[config.mk]
export PLATFORM = sky130hd
export DESIGN_NAME = fpall_issue_seq
export DESIGN_NICKNAME = d
export VERILOG_FILES = /design/src/rtl/fpall_pkg.sv /design/src/rtl/fpall_rsp_fifo.sv /design/src/rtl/fpall_issue_seq.sv
export SDC_FILE = /design/constraint.sdc
export NUM_CORES = 1
export LEC_CHECK = 0
export BUFFER_PORTS_ARGS = -buffer_cell sky130_fd_sc_hd__buf_2
export CAP_MARGIN = 20
export CORE_MARGIN = 5
export CORE_UTILIZATION = 50
export CTS_CLUSTER_DIAMETER = 40
export DETAILED_ROUTE_END_ITERATION = 6
export PLACE_DENSITY = 0.87
export SYNTH_ARGS = -nofsm -noshare
export SYNTH_HDL_FRONTEND = slang
export SYNTH_SLANG_ARGS = --single-unit
[constraint.sdc]
create_clock -name clk -period 2.5 [get_ports clk]
set_clock_uncertainty 0.15 [all_clocks]
set_input_delay 0.125 -clock clk [delete_from_list [all_inputs] [get_ports clk]]
set_output_delay 0.125 -clock clk [all_outputs]
set_load 0.01 [all_outputs]
[src/rtl/fpall_pkg.sv]
// Shared types and default latencies for the FP datapath and its issue sequencer.
package fpall_pkg;

  typedef enum logic [1:0] {
    FP_ADD  = 2'b00,
    FP_MUL  = 2'b01,
    FP_SQRT = 2'b10,
    FP_DIV  = 2'b11
  } fp_op_e;

  typedef enum logic {
    FP_FMT_FP32 = 1'b0,
    FP_FMT_BF16 = 1'b1
  } fp_fmt_e;

  localparam int FPALL_LAT_ADD  = 2;
  localparam int FPALL_LAT_MUL  = 3;
  localparam int FPALL_LAT_SQRT = 6;
  localparam int FPALL_LAT_DIV  = 6;
  localparam int FPALL_TAG_W    = 4;

  typedef struct packed {
    fp_op_e                 op;
    fp_fmt_e                fmt;
    logic [31:0]            x;
    logic [31:0]            y;
    logic [FPALL_TAG_W-1:0] tag;
  } fpall_req_t;

  typedef struct packed {
    logic [FPALL_TAG_W-1:0] tag;
    logic [31:0]            r;
  } fpall_rsp_t;

  function automatic int lat_of(input fp_op_e op);
    case (op)
      FP_ADD:  return FPALL_LAT_ADD;
      FP_MUL:  return FPALL_LAT_MUL;
      FP_SQRT: return FPALL_LAT_SQRT;
      default: return FPALL_LAT_DIV;
    endcase
  endfunction

endpackage

[src/rtl/fpall_rsp_fifo.sv]
// Small synchronous response FIFO; head entry is read straight from the register array.
module fpall_rsp_fifo
  import fpall_pkg::*;
#(
  parameter int  DEPTH  = 4,
  parameter type ELEM_T = fpall_rsp_t
)(
  input  logic                       clk,
  input  logic                       rst_n,
  input  logic                       push,
  input  ELEM_T                      din,
  input  logic                       pop,
  output ELEM_T                      dout,
  output logic                       valid,
  output logic [$clog2(DEPTH+1)-1:0] count
);
  localparam int AW = (DEPTH > 1) ? $clog2(DEPTH) : 1;
  localparam int CW = $clog2(DEPTH + 1);

  ELEM_T         mem [DEPTH];
  logic [AW-1:0] wr_ptr, rd_ptr;
  logic          full, empty, do_push, do_pop;

  assign full    = (count == CW'(DEPTH));
  assign empty   = (count == '0);
  assign do_pop  = pop & ~empty;
  assign do_push = push & (~full | do_pop);

  function automatic logic [AW-1:0] ptr_inc(input logic [AW-1:0] p);
    return (p == AW'(DEPTH - 1)) ? '0 : p + AW'(1);
  endfunction

  always_ff @(posedge clk or negedge rst_n) begin
    if (!rst_n) begin
      wr_ptr <= '0;
      rd_ptr <= '0;
      count  <= '0;
      for (int i = 0; i < DEPTH; i++) mem[i] <= '0;
    end else begin
      if (do_push) begin
        mem[wr_ptr] <= din;
        wr_ptr      <= ptr_inc(wr_ptr);
      end
      if (do_pop) rd_ptr <= ptr_inc(rd_ptr);
      if (do_push & ~do_pop)      count <= count + CW'(1);
      else if (do_pop & ~do_push) count <= count - CW'(1);
    end
  end

  assign dout  = mem[rd_ptr];
  assign valid = ~empty;

  // Upstream credit accounting must make this unreachable.
  a_no_overflow: assert property (@(posedge clk) disable iff (!rst_n) !(push && full && !pop));

endmodule

[src/rtl/fpall_issue_seq.sv]
// Issue sequencer for the free-running FP datapath: reserves a unique capture edge
// per op, tracks its tag alongside, and returns {tag, R} through a credited FIFO.
module fpall_issue_seq
  import fpall_pkg::*;
#(
  parameter int LAT_ADD    = FPALL_LAT_ADD,
  parameter int LAT_MUL    = FPALL_LAT_MUL,
  parameter int LAT_SQRT   = FPALL_LAT_SQRT,
  parameter int LAT_DIV    = FPALL_LAT_DIV,
  parameter int FIFO_DEPTH = 4,
  parameter int TAG_W      = FPALL_TAG_W
)(
  input  logic             clk,
  input  logic             rst_n,
  input  logic             in_valid,
  output logic             in_ready,
  input  logic [1:0]       in_opcode,
  input  logic             in_fmt,
  input  logic [31:0]      in_x,
  input  logic [31:0]      in_y,
  input  logic [TAG_W-1:0] in_tag,
  output logic [1:0]       dut_opcode,
  output logic             dut_fmt,
  output logic [31:0]      dut_x,
  output logic [31:0]      dut_y,
  input  logic [31:0]      dut_r,
  output logic             out_valid,
  input  logic             out_ready,
  output logic [31:0]      out_r,
  output logic [TAG_W-1:0] out_tag,
  output logic             busy
);
  localparam int M01     = (LAT_ADD  > LAT_MUL) ? LAT_ADD  : LAT_MUL;
  localparam int M23     = (LAT_SQRT > LAT_DIV) ? LAT_SQRT : LAT_DIV;
  localparam int MAX_LAT = (M01 > M23) ? M01 : M23;
  localparam int LW      = $clog2(MAX_LAT + 1);
  localparam int CW      = $clog2(FIFO_DEPTH + 1);

  typedef struct packed {
    logic [TAG_W-1:0] tag;
    logic [31:0]      r;
  } rsp_t;

  // Bit k-1 of resv / entry k-1 of tagp stands for "capture due k edges from now".
  logic [MAX_LAT:0]             resv, resv_nxt;
  logic [MAX_LAT:0][TAG_W-1:0]  tagp, tagp_nxt;
  logic [LW-1:0]                lat;
  logic [CW-1:0]                inflight, fifo_cnt;
  logic                         accept, capture, credit_ok;
  rsp_t                         wr_rsp, rd_rsp;

  always_comb begin
    case (fp_op_e'(in_opcode))
      FP_ADD:  lat = LW'(LAT_ADD);
      FP_MUL:  lat = LW'(LAT_MUL);
      FP_SQRT: lat = LW'(LAT_SQRT);
      default: lat = LW'(LAT_DIV);
    endcase
  end

  // Credits count both in-flight ops and queued results so a capture always has room.
  assign credit_ok = ({1'b0, inflight} + {1'b0, fifo_cnt}) < (CW + 1)'(FIFO_DEPTH);
  assign in_ready  = rst_n & ~resv[lat] & credit_ok;
  assign accept    = in_valid & in_ready;
  assign capture   = resv[0];

  always_comb begin
    resv_nxt = {1'b0, resv[MAX_LAT:1]};
    tagp_nxt = {TAG_W'(0), tagp[MAX_LAT:1]};
    if (accept) begin
      resv_nxt[lat - LW'(1)] = 1'b1;
      tagp_nxt[lat - LW'(1)] = in_tag;
    end
  end

  always_ff @(posedge clk or negedge rst_n) begin
    if (!rst_n) begin
      resv       <= '0;
      tagp       <= '0;
      inflight   <= '0;
      dut_opcode <= '0;
      dut_fmt    <= 1'b0;
      dut_x      <= '0;
      dut_y      <= '0;
    end else begin
      resv <= resv_nxt;
      tagp <= tagp_nxt;
      case ({accept, capture})
        2'b10:   inflight <= inflight + CW'(1);
        2'b01:   inflight <= inflight - CW'(1);
        default: ;
      endcase
      if (accept) begin
        dut_opcode <= in_opcode;
        dut_fmt    <= in_fmt;
        dut_x      <= in_x;
        dut_y      <= in_y;
      end
    end
  end

  assign wr_rsp = '{tag: tagp[0], r: dut_r};

  fpall_rsp_fifo #(
    .DEPTH  (FIFO_DEPTH),
    .ELEM_T (rsp_t)
  ) u_rsp_fifo (
    .clk   (clk),
    .rst_n (rst_n),
    .push  (capture),
    .din   (wr_rsp),
    .pop   (out_ready),
    .dout  (rd_rsp),
    .valid (out_valid),
    .count (fifo_cnt)
  );

  assign out_r   = rd_rsp.r;
  assign out_tag = rd_rsp.tag;
  assign busy    = (inflight != '0) | out_valid;

endmodule
## Word level (Yosys, flattened, before mapping)

Index checks and enable logic that the tools add are counted.

- Bits in registers: 256
- Input bits: 107
- Output and inout port bits: 106
- Logic and storage cells: 90

- Add/subtract/negate cells: 8
- $lt $le $gt $ge: 7
- Equal/unequal tests: 6
- Multiplexer cells: 21
- Bitwise gates (word level): 17
- Reduce and logical (&&, ||, !) cells: 7

Operators with widths:

| cell | count |
|---|---|
| bitwise mux 144 bit | 1 |
| 2-to-1 mux 36 bit | 3 |
| binary-select mux 36 bit (select 2 bit) | 1 |
| demux 36 bit (select 2 bit) | 1 |
| bitwise mux 28 bit | 1 |
| 2-to-1 mux 28 bit | 1 |
| demux 4 bit (select 3 bit) | 1 |
| case mux 3 bit (2 select lines) | 2 |
| subtractor 3 x 1 -> 3 bit, second input constant | 3 |
| < comparator 3 x 4 -> 1 bit, second input constant | 2 |
| bitwise AND 1 bit | 7 |
| 2-to-1 mux 7 bit | 1 |
| OR 6 x 7 -> 7 bit | 1 |
| adder 3 x 1 -> 3 bit, second input constant | 2 |
| equality test 2 bit, second input constant | 3 |
| greater-or-equal comparator 3 bit, second input constant | 2 |
| 2-to-1 mux 3 bit | 2 |
| inverter 2 -> 3 bit | 2 |
| inverter 1 bit | 5 |
| adder 2 x 1 -> 2 bit, second input constant | 2 |
| adder 3 x 3 -> 4 bit | 1 |
| equality test 2 x 1 -> 1 bit, second input constant | 2 |
| < comparator 4 x 3 -> 1 bit, second input constant | 1 |
| 2-to-1 mux 2 bit | 2 |
| other kinds (13) | 17 |

## Longest topological paths before layout

Gate-level depths: netlist of run 1.

- Depth in word-level cells: 10
- Gate-level depth with buffers: 11
- Gate-level depth less buffers: 10

## Cells and area by module

Synthesis of run 1 repeated with hierarchy kept, for this count alone.

- Cell total of the unflattened synthesis: 621
- Area total of the unflattened synthesis: 10552.6 um^2

Modules (own cells, without submodules):

| module | times used | cells an instance | area each (um^2) | sequential area each (um^2) |
|---|---|---|---|---|
| fpall_rsp_fifo | 1 | 384 | 6665.1 | 3778.6 |
| fpall_issue_seq | 1 | 237 | 3887.5 | 2627.5 |

## Least setup slack after synthesis of run 1

No wires, ideal clock.

- Path kind: register to register
- Start: register inflight[2]
- End: register inflight[1]
- Setup time: 0.083 ns
- Arrival time: 2.238 ns
- Required time: 2.267 ns
- Slack: 0.030 ns
- Stages on the path, launching flop included: 10
- Path buffers: 1
- Clock period less this slack: 2.470 ns
- Cells stage by stage: dfrtp_1 > ha_1 > nor4b_2 > and4_4 > nand3_2 > buf_2 > ha_1 > inv_1 > fa_1 > o21ai_0

- Cells in the longest elaborated chain, start to end: 6
- Elaborated cells on any way between the ends: 8
- Those cells by class: add/sub (1); order compare (1); eq/ne (2); mux (1); bitwise (2); reduce/logical (1)

Ends and longest elaborated chain:

| element | line | RTL |
|---|---|---|
| start, declared | fpall_issue_seq.sv:48 | `logic [CW-1:0] inflight, fifo_cnt;` |
| start signal, assigned | fpall_issue_seq.sv:89 | `2'b10: inflight <= inflight + CW'(1);` |
| start signal, assigned | fpall_issue_seq.sv:90 | `2'b01: inflight <= inflight - CW'(1);` |
| adder 3 x 3 -> 4 bit * | fpall_issue_seq.sv:62 | `assign credit_ok = ({1'b0, inflight} + {1'b0, fifo_cnt}) < (CW + 1)'(FIFO_DEPTH);` |
| < comparator 4 x 3 -> 1 bit * | fpall_issue_seq.sv:62 |  |
| bitwise AND 1 bit * | fpall_issue_seq.sv:63 | `assign in_ready = rst_n & ~resv[lat] & credit_ok;` |
| bitwise AND 1 bit * | fpall_issue_seq.sv:64 | `assign accept = in_valid & in_ready;` |
| equality test 2 x 1 -> 1 bit / equality test 2 bit (equally long branches) | fpall_issue_seq.sv:88 | `case ({accept, capture})` |
| case mux 3 bit (2 select lines) / nonzero test 2 bit (equally long branches) | -- |  |

Mark *: on every way between the ends. The rest lies on a longest branch, timed or not.
A chain may end at the register's enable or synchronous reset.

## Final worst setup path of run 1

Ends and elaborated chain as after synthesis.

==> summary.md, run 1 <==
| Metric | Value |
|---|---|
| Reg clk slew, reported paths | 60 ps |
| Drt total wl | 24,900 µm |
| Die width | 155 µm |
| P_leak | 6.64 nW |
| Hold Path Class | reg -> reg |
| Setup TNS | 0 ps |
| FF-to-FF Start | inflight[2] |
| End of the worst hold path | tagp[0] |
| Mean Syn Cell Area | 17.0 µm² |
| Worst Path Max Fanout | 4 |
| Die Area | 24,100 µm² |
| Placed cell area | 12,000 µm² |
| Crit. End Element | register |
| TritonCTS clock tree | done |
| Slowest stage cell, crit path | fa_1 |
| Slew @ Worst Pin | 947 ps |
| Min Tclk post-route | 2400 ps |
| Register-to-register setup slack | 100 ps |
| Worst-path cell chain | ha_1, nor4b_2, and4_4, nand3_4, ha_1, inv_1, fa_1, o21ai_0 |
| Post-route cell area | 14,300 µm² |
| Critical path buffers and inverters | 1 |
| Crit path DAT | 2660 ps |
| Synthesized flop and latch total | 256 |
| Vias in the first global route | 7,555 |
| Peak Freq | 417 MHz |
| First-pass GRT wire length | 40,400 µm |
| # H-tree levels | 2 |
| Ports | 213 |
| DR WL/cell | 19.8 µm |
| Max Slew Vio Count | 0 |
| IO buf count | 212 |
| # nets final | 1,074 |
| Hold Path Origin | tagp[4] |
| All-Layer GR Usage | 0.210 |
| Die Y | 155 µm |
| Final hold vios | 0 |
| Max incr delay on CP | 410 ps |
| Crit-path leading delay family | adder cells |
| DP HPWL | 14,200 µm |
| Clock root buffer | clkbuf_16 |
| Area delta synth->final | 35.8% |
| Critical Path Most Common Cell | ha_1 |
| Routability Congestion | 0.743 |
| Worst skew pair latency | 500 ps |
| Most frequent cells in the layout | 254 x dfrtp_1, 211 x buf_2, 204 x mux2_2 |
| Top post-synthesis cells by area | dfrtp_1 61%, mux2_2 22%, mux4_2 7.7%, mux2_4 2.9%, ha_1 1.1% |
| Drt first-iter violations | 207 |
| Mapped Area | 10,500 µm² |
| Via count | 6,516 |
| Post-synthesis sequential area ratio | 0.608 |
| Cell count of the worst reg-to-reg path | 8 |
| Cell taking the most area after synthesis | dfrtp_1 |
| Final setup fails | 0 |
| Maximum clock path buffer count | 3 |
| Largest net degree at the start of global routing | 179 |
| Synth cell types | 33 |
| Share of post-route cells with drive strength above 1 | 0.570 |
| Kind of critical path | reg -> reg |
| First-pass iteration count of the detailed router | 6 |
| # rows | 53 |
| Starting Density | 0.504 |
| Final period utilization | 0.959 |
| Clock sink count | 256 |
| Power density cells | 1340 nW/µm² |
| Area share of the largest cell type after synthesis | 0.608 |
| Yosys warns | 0 |
| Ant diodes | 0 |
| Core Box Area | 20,900 µm² |
| Peak VDD IR | 0.000725 V |
| Maxcap violations | 0 |
| Unrepaired setup endpoints after global routing | no |
| Syn Inst Count | 619 |
| Hold Path Depth | 0 |
| Commonest non-fill, non-tap cell in the layout | dfrtp_1 |
| Max-slew headroom | 0.368 |
| Post-DRT Antenna Nets | 0 |
| Req. time, crit path | 2770 ps |
| Status | finished clean |
| Vias per inst | 5.18 |
| Overflow after GRT | 0 |
| Drt drc | 0 |
| Setup crit start kind | register |
| Initial antenna violation count | 0 |
| Total CTS buffers | 36 |
| Worst R2R End | inflight[1] |
-- synth_stat cells --
cell type / instances
a21bo_2: 1
a21o_1: 1
and2_1: 1
and4_4: 1
buf_1: 1
buf_2: 8
buf_4: 12
buf_6: 3
clkbuf_1: 19
conb_1: 1
dfrtp_1: 256
fa_1: 2
ha_1: 9
inv_1: 7
mux2_2: 204
mux2_4: 20
mux4_2: 36
nand2_1: 6
nand2_4: 4
nand2b_1: 3
nand3_1: 2
nand3_2: 1
nand3b_1: 1
nand4b_1: 2
nor2_1: 4
nor3_1: 1
nor4b_2: 1
o21ai_0: 3
o41a_1: 1
or3_1: 1
or4_1: 1
xnor2_1: 3
xor2_1: 3
-- layout make-up --
cell class / count / area, µm²
Fill cell: 1319 / 6590
Sequential cell: 256 / 6410
Multi-Input combinational cell: 317 / 3880
Timing Repair Buffer: 338 / 2410
Clock buffer: 45 / 986
Tap cell: 275 / 344
Clock inverter: 19 / 244
Inverter: 7 / 26.3
-- what timing repair did --
action                     4_1_cts  5_1_grt
setup buffers                    0        3
hold endpoints to repair       389        0
gates resized for setup          0        1
hold buffers                   107        0
setup endpoints to repair        0       14
-- logic make-up (layout without fill, tap and decap cells) --
family	Yosys count	after routing	synth area share
AOI/OAI and AO/OA	6	6	0.00416
other	1	5	0.000356
muxes	260	260	0.324
xor gates and xnor gates	6	6	0.00499
adders and majority gates	11	11	0.0145
and+or+nand+nor	29	29	0.0188
DFF	256	256	0.608
buffers and inverters	50	409	0.0252
-- worst max-delay path by stage --
stage | from | to | slack, ps | cells past startpoint
finish | inflight[2] | inflight[1] | 100 | 8
global route | inflight[2] | inflight[1] | 0.07 | 8
CTS | inflight[2] | resv[2] | 50 | 6
detailed placement | inflight[2] | inflight[1] | 110 | 8
global placement | inflight[2] | inflight[2] | 130 | 10
floorplan | inflight[2] | inflight[1] | 30 | 9
-- sequential cells by signal, summed over array words and instances (netlist names) --
name,cells
inflight,3
u_rsp_fifo.count,3
u_rsp_fifo.mem,144
u_rsp_fifo.rd_ptr,2
dut_opcode,2
resv,7
dut_fmt,1
tagp,28
dut_x,32
u_rsp_fifo.wr_ptr,2
dut_y,32
-- metrics by stage --
stage,setup slack [ps],instances,hold WS [ps],utilization,power (W)
floorplan,29.7,623,-321,-,0.0115
detailed placement,109,1083,185,0.573,0.0139
global placement,134,1083,183,0.573,0.0136
CTS,46.4,1254,198,0.683,0.0193
global route,0.0733,1257,202,0.685,0.0203
finish,102,1257,198,0.685,0.0192
-- metal layers --
metal  up-vias  share of wire  global-route usage
met5         -              0                   0
met3        52          0.068              0.0559
li1       2901              -                   -
met1      3331           0.40               0.261
met4         0          0.024              0.0643
met2       232           0.50               0.362
-- worst register-to-register path: stages, from the launching register on --
cell	delay [ps]
dfrtp_1	400
ha_1	310
nor4b_2	220
and4_4	280
nand3_4	90
ha_1	210
inv_1	80
fa_1	410
o21ai_0	170
-- report_power, final --
group	switching, W	internal, W
clock	0.00187	0.00324
combinational	0.00297	0.00402
sequential	0.00108	0.00605
Power figures use the tool's default switching activity.
==> run 2: changes to the inputs <==
--- a/config.mk
+++ b/config.mk
@@ -11,7 +11,7 @@
 export CORE_UTILIZATION = 50
 export CTS_CLUSTER_DIAMETER = 40
 export DETAILED_ROUTE_END_ITERATION = 6
-export PLACE_DENSITY = 0.87
+export PLACE_DENSITY = 0.83
 export SYNTH_ARGS = -nofsm -noshare
 export SYNTH_HDL_FRONTEND = slang
 export SYNTH_SLANG_ARGS = --single-unit
==> run 2 against run 1 <==
Via count grew 0.28%. Sequential cell count is the same. Worst setup slack gained 18 ps. Largest power group unchanged. Fmax grew 0.76%. Critical path type unchanged. Core utilization grew 0.55 points. Largest cell class unchanged.
==> summary.md, run 2 (synthesis gave the netlist of run 1 again) <==
| Metric | Value |
|---|---|
| Ant diodes | 0 |
| Share of post-route cells with drive strength above 1 | 0.579 |
| All-Layer GR Usage | 0.205 |
| Biggest register | u_rsp_fifo.mem |
| Overflow after GRT | 0 |
| Layout fillers | 1,356 |
| Area occupied by multi-input gates | 3900 µm² |
| Die Area | 24,100 µm² |
| Top Registers | u_rsp_fifo.mem: 144 flops, dut_x: 32 flops, dut_y: 32 flops |
| Largest register FFs | 144 |
| # rows | 53 |
| Hold Path Class | reg -> reg |
| Min Tclk post-route | 2380 ps |
| Die Y | 155 µm |
| Largest net degree at the start of global routing | 176 |
| Routability Congestion | 0.737 |
| Commonest non-fill, non-tap cell in the layout | dfrtp_1 |
| DP HPWL | 14,100 µm |
| Peak Freq | 420 MHz |
| Max-slew headroom | 0.381 |
| Final setup fails | 0 |
| Status | finished clean |
| Ports | 213 |
| Placed cell area | 12,000 µm² |
| DR WL/cell | 18.9 µm |
| Initial antenna violation count | 0 |
| Starting Density | 0.504 |
| Req. time, crit path | 2790 ps |
| Post-route cell area | 14,400 µm² |
| Critical path buffers and inverters | 2 |
| Worst-path cell chain | ha_4, nor4b_2, and4_4, buf_4, nand4b_1, dlygate4sd3_1, nand2b_1 |
| Post-DRT Antenna Nets | 0 |
| Final hold vios | 0 |
| TritonCTS clock tree | done |
| Via count | 6,534 |
| Max Slew Vio Count | 0 |
| Vias per inst | 5.16 |
| First-pass GRT wire length | 39,800 µm |
| Clock root buffer | clkbuf_16 |
| Reg clk slew, reported paths | 50 ps |
| IO buf count | 212 |
| Vias in the first global route | 7,722 |
| Most frequent cells in the layout | 254 x dfrtp_1, 211 x buf_2, 204 x mux2_2 |
| Area delta synth->final | 36.9% |
| Setup crit start kind | register |
| Peak VDD IR | 0.000778 V |
| Drt total wl | 23,900 µm |
| # nets final | 1,080 |
| P_leak | 6.71 nW |
| Fin util | 0.690 |
| Clock sink count | 256 |
| Worst skew pair latency | 500 ps |
| Max incr delay on CP | 610 ps |
| Die width | 155 µm |
| Worst Path Max Fanout | 3 |
| Total CTS buffers | 38 |
| # H-tree levels | 2 |
| Drt drc | 0 |
| First-pass iteration count of the detailed router | 6 |
| Power density cells | 1350 nW/µm² |
| Core Box Area | 20,900 µm² |
| Crit. End Element | register |
| Maximum clock path buffer count | 3 |
| Setup TNS | 0 ps |
| Register area | 6410 µm² |
| Crit path DAT | 2670 ps |
| Kind of critical path | reg -> reg |
| Drt first-iter violations | 245 |
| Slew @ Worst Pin | 929 ps |
| Final period utilization | 0.952 |
| Maxcap violations | 0 |
| Crit-path leading delay family | simple AND/OR/NAND/NOR gates |
| Slowest stage cell, crit path | dlygate4sd3_1 |
run 2: repair_timing:
item                                   CTS  global route
resized for setup                        0             5
hold buffers                           108             0
setup buffers                            0             4
setup endpoints to repair                0             4
endpoints found under the hold margin  468             0
run 2: power breakdown:
group	total, W	switching (W)	leakage (nW)	internal (W)
combinational	0.00695	0.00290	3.03	0.00405
clock	0.00534	0.00191	0.633	0.00342
sequential	0.00713	0.00109	3.05	0.00604
run 2: worst reg2reg max path, cell delays in order (launching register included):
cell           delay [ps]
dfrtp_1               420
ha_4                  250
nor4b_2               250
and4_4                290
buf_4                 130
nand4b_1              150
dlygate4sd3_1         610
nand2b_1               80
run 2: area by class of cell:
class                      instances  area share
clock buffer                      44      0.0719
inverter                           7     0.00182
timing repair buffer             342       0.169
clock inverter                    25      0.0187
multi-input combinational        317       0.271
tap                              275      0.0239
sequential                       256       0.445
run 2: per-layer routing:
metal  up-vias  routed length, µm  global-route usage
met5         -                  0                   0
met4         0                689              0.0706
met3        55               1770              0.0606
met2       244              11500               0.331
met1      3312               9970               0.267
li1       2923                  -                   -
run 2: worst paths after layout:
check | from | endpoint | slack (ps) | cells past startpoint
min | tagp[18] | tagp[14] | 190 | 0
max reg2reg | inflight[2] | resv[1] | 120 | 7
max | inflight[2] | resv[1] | 120 | 7
min reg2reg | tagp[18] | tagp[14] | 190 | 0
max in group asynchronous | rst_n | u_rsp_fifo.mem[9] | 1200 | 3
min in group asynchronous | rst_n | u_rsp_fifo.mem[119] | 260 | 3
run 2: stage by stage:
step / hold slack (ps) / std cells / worst slack [ps] / power (W)
floorplan: -321 / 623 / 29.7 / 0.0115
global placement: -201 / 1085 / 150 / 0.0136
detailed placement: -202 / 1085 / 79.6 / 0.0139
CTS: 197 / 1262 / 26.6 / 0.0195
global route: 198 / 1266 / -15.9 / 0.0206
finish: 191 / 1266 / 120 / 0.0194
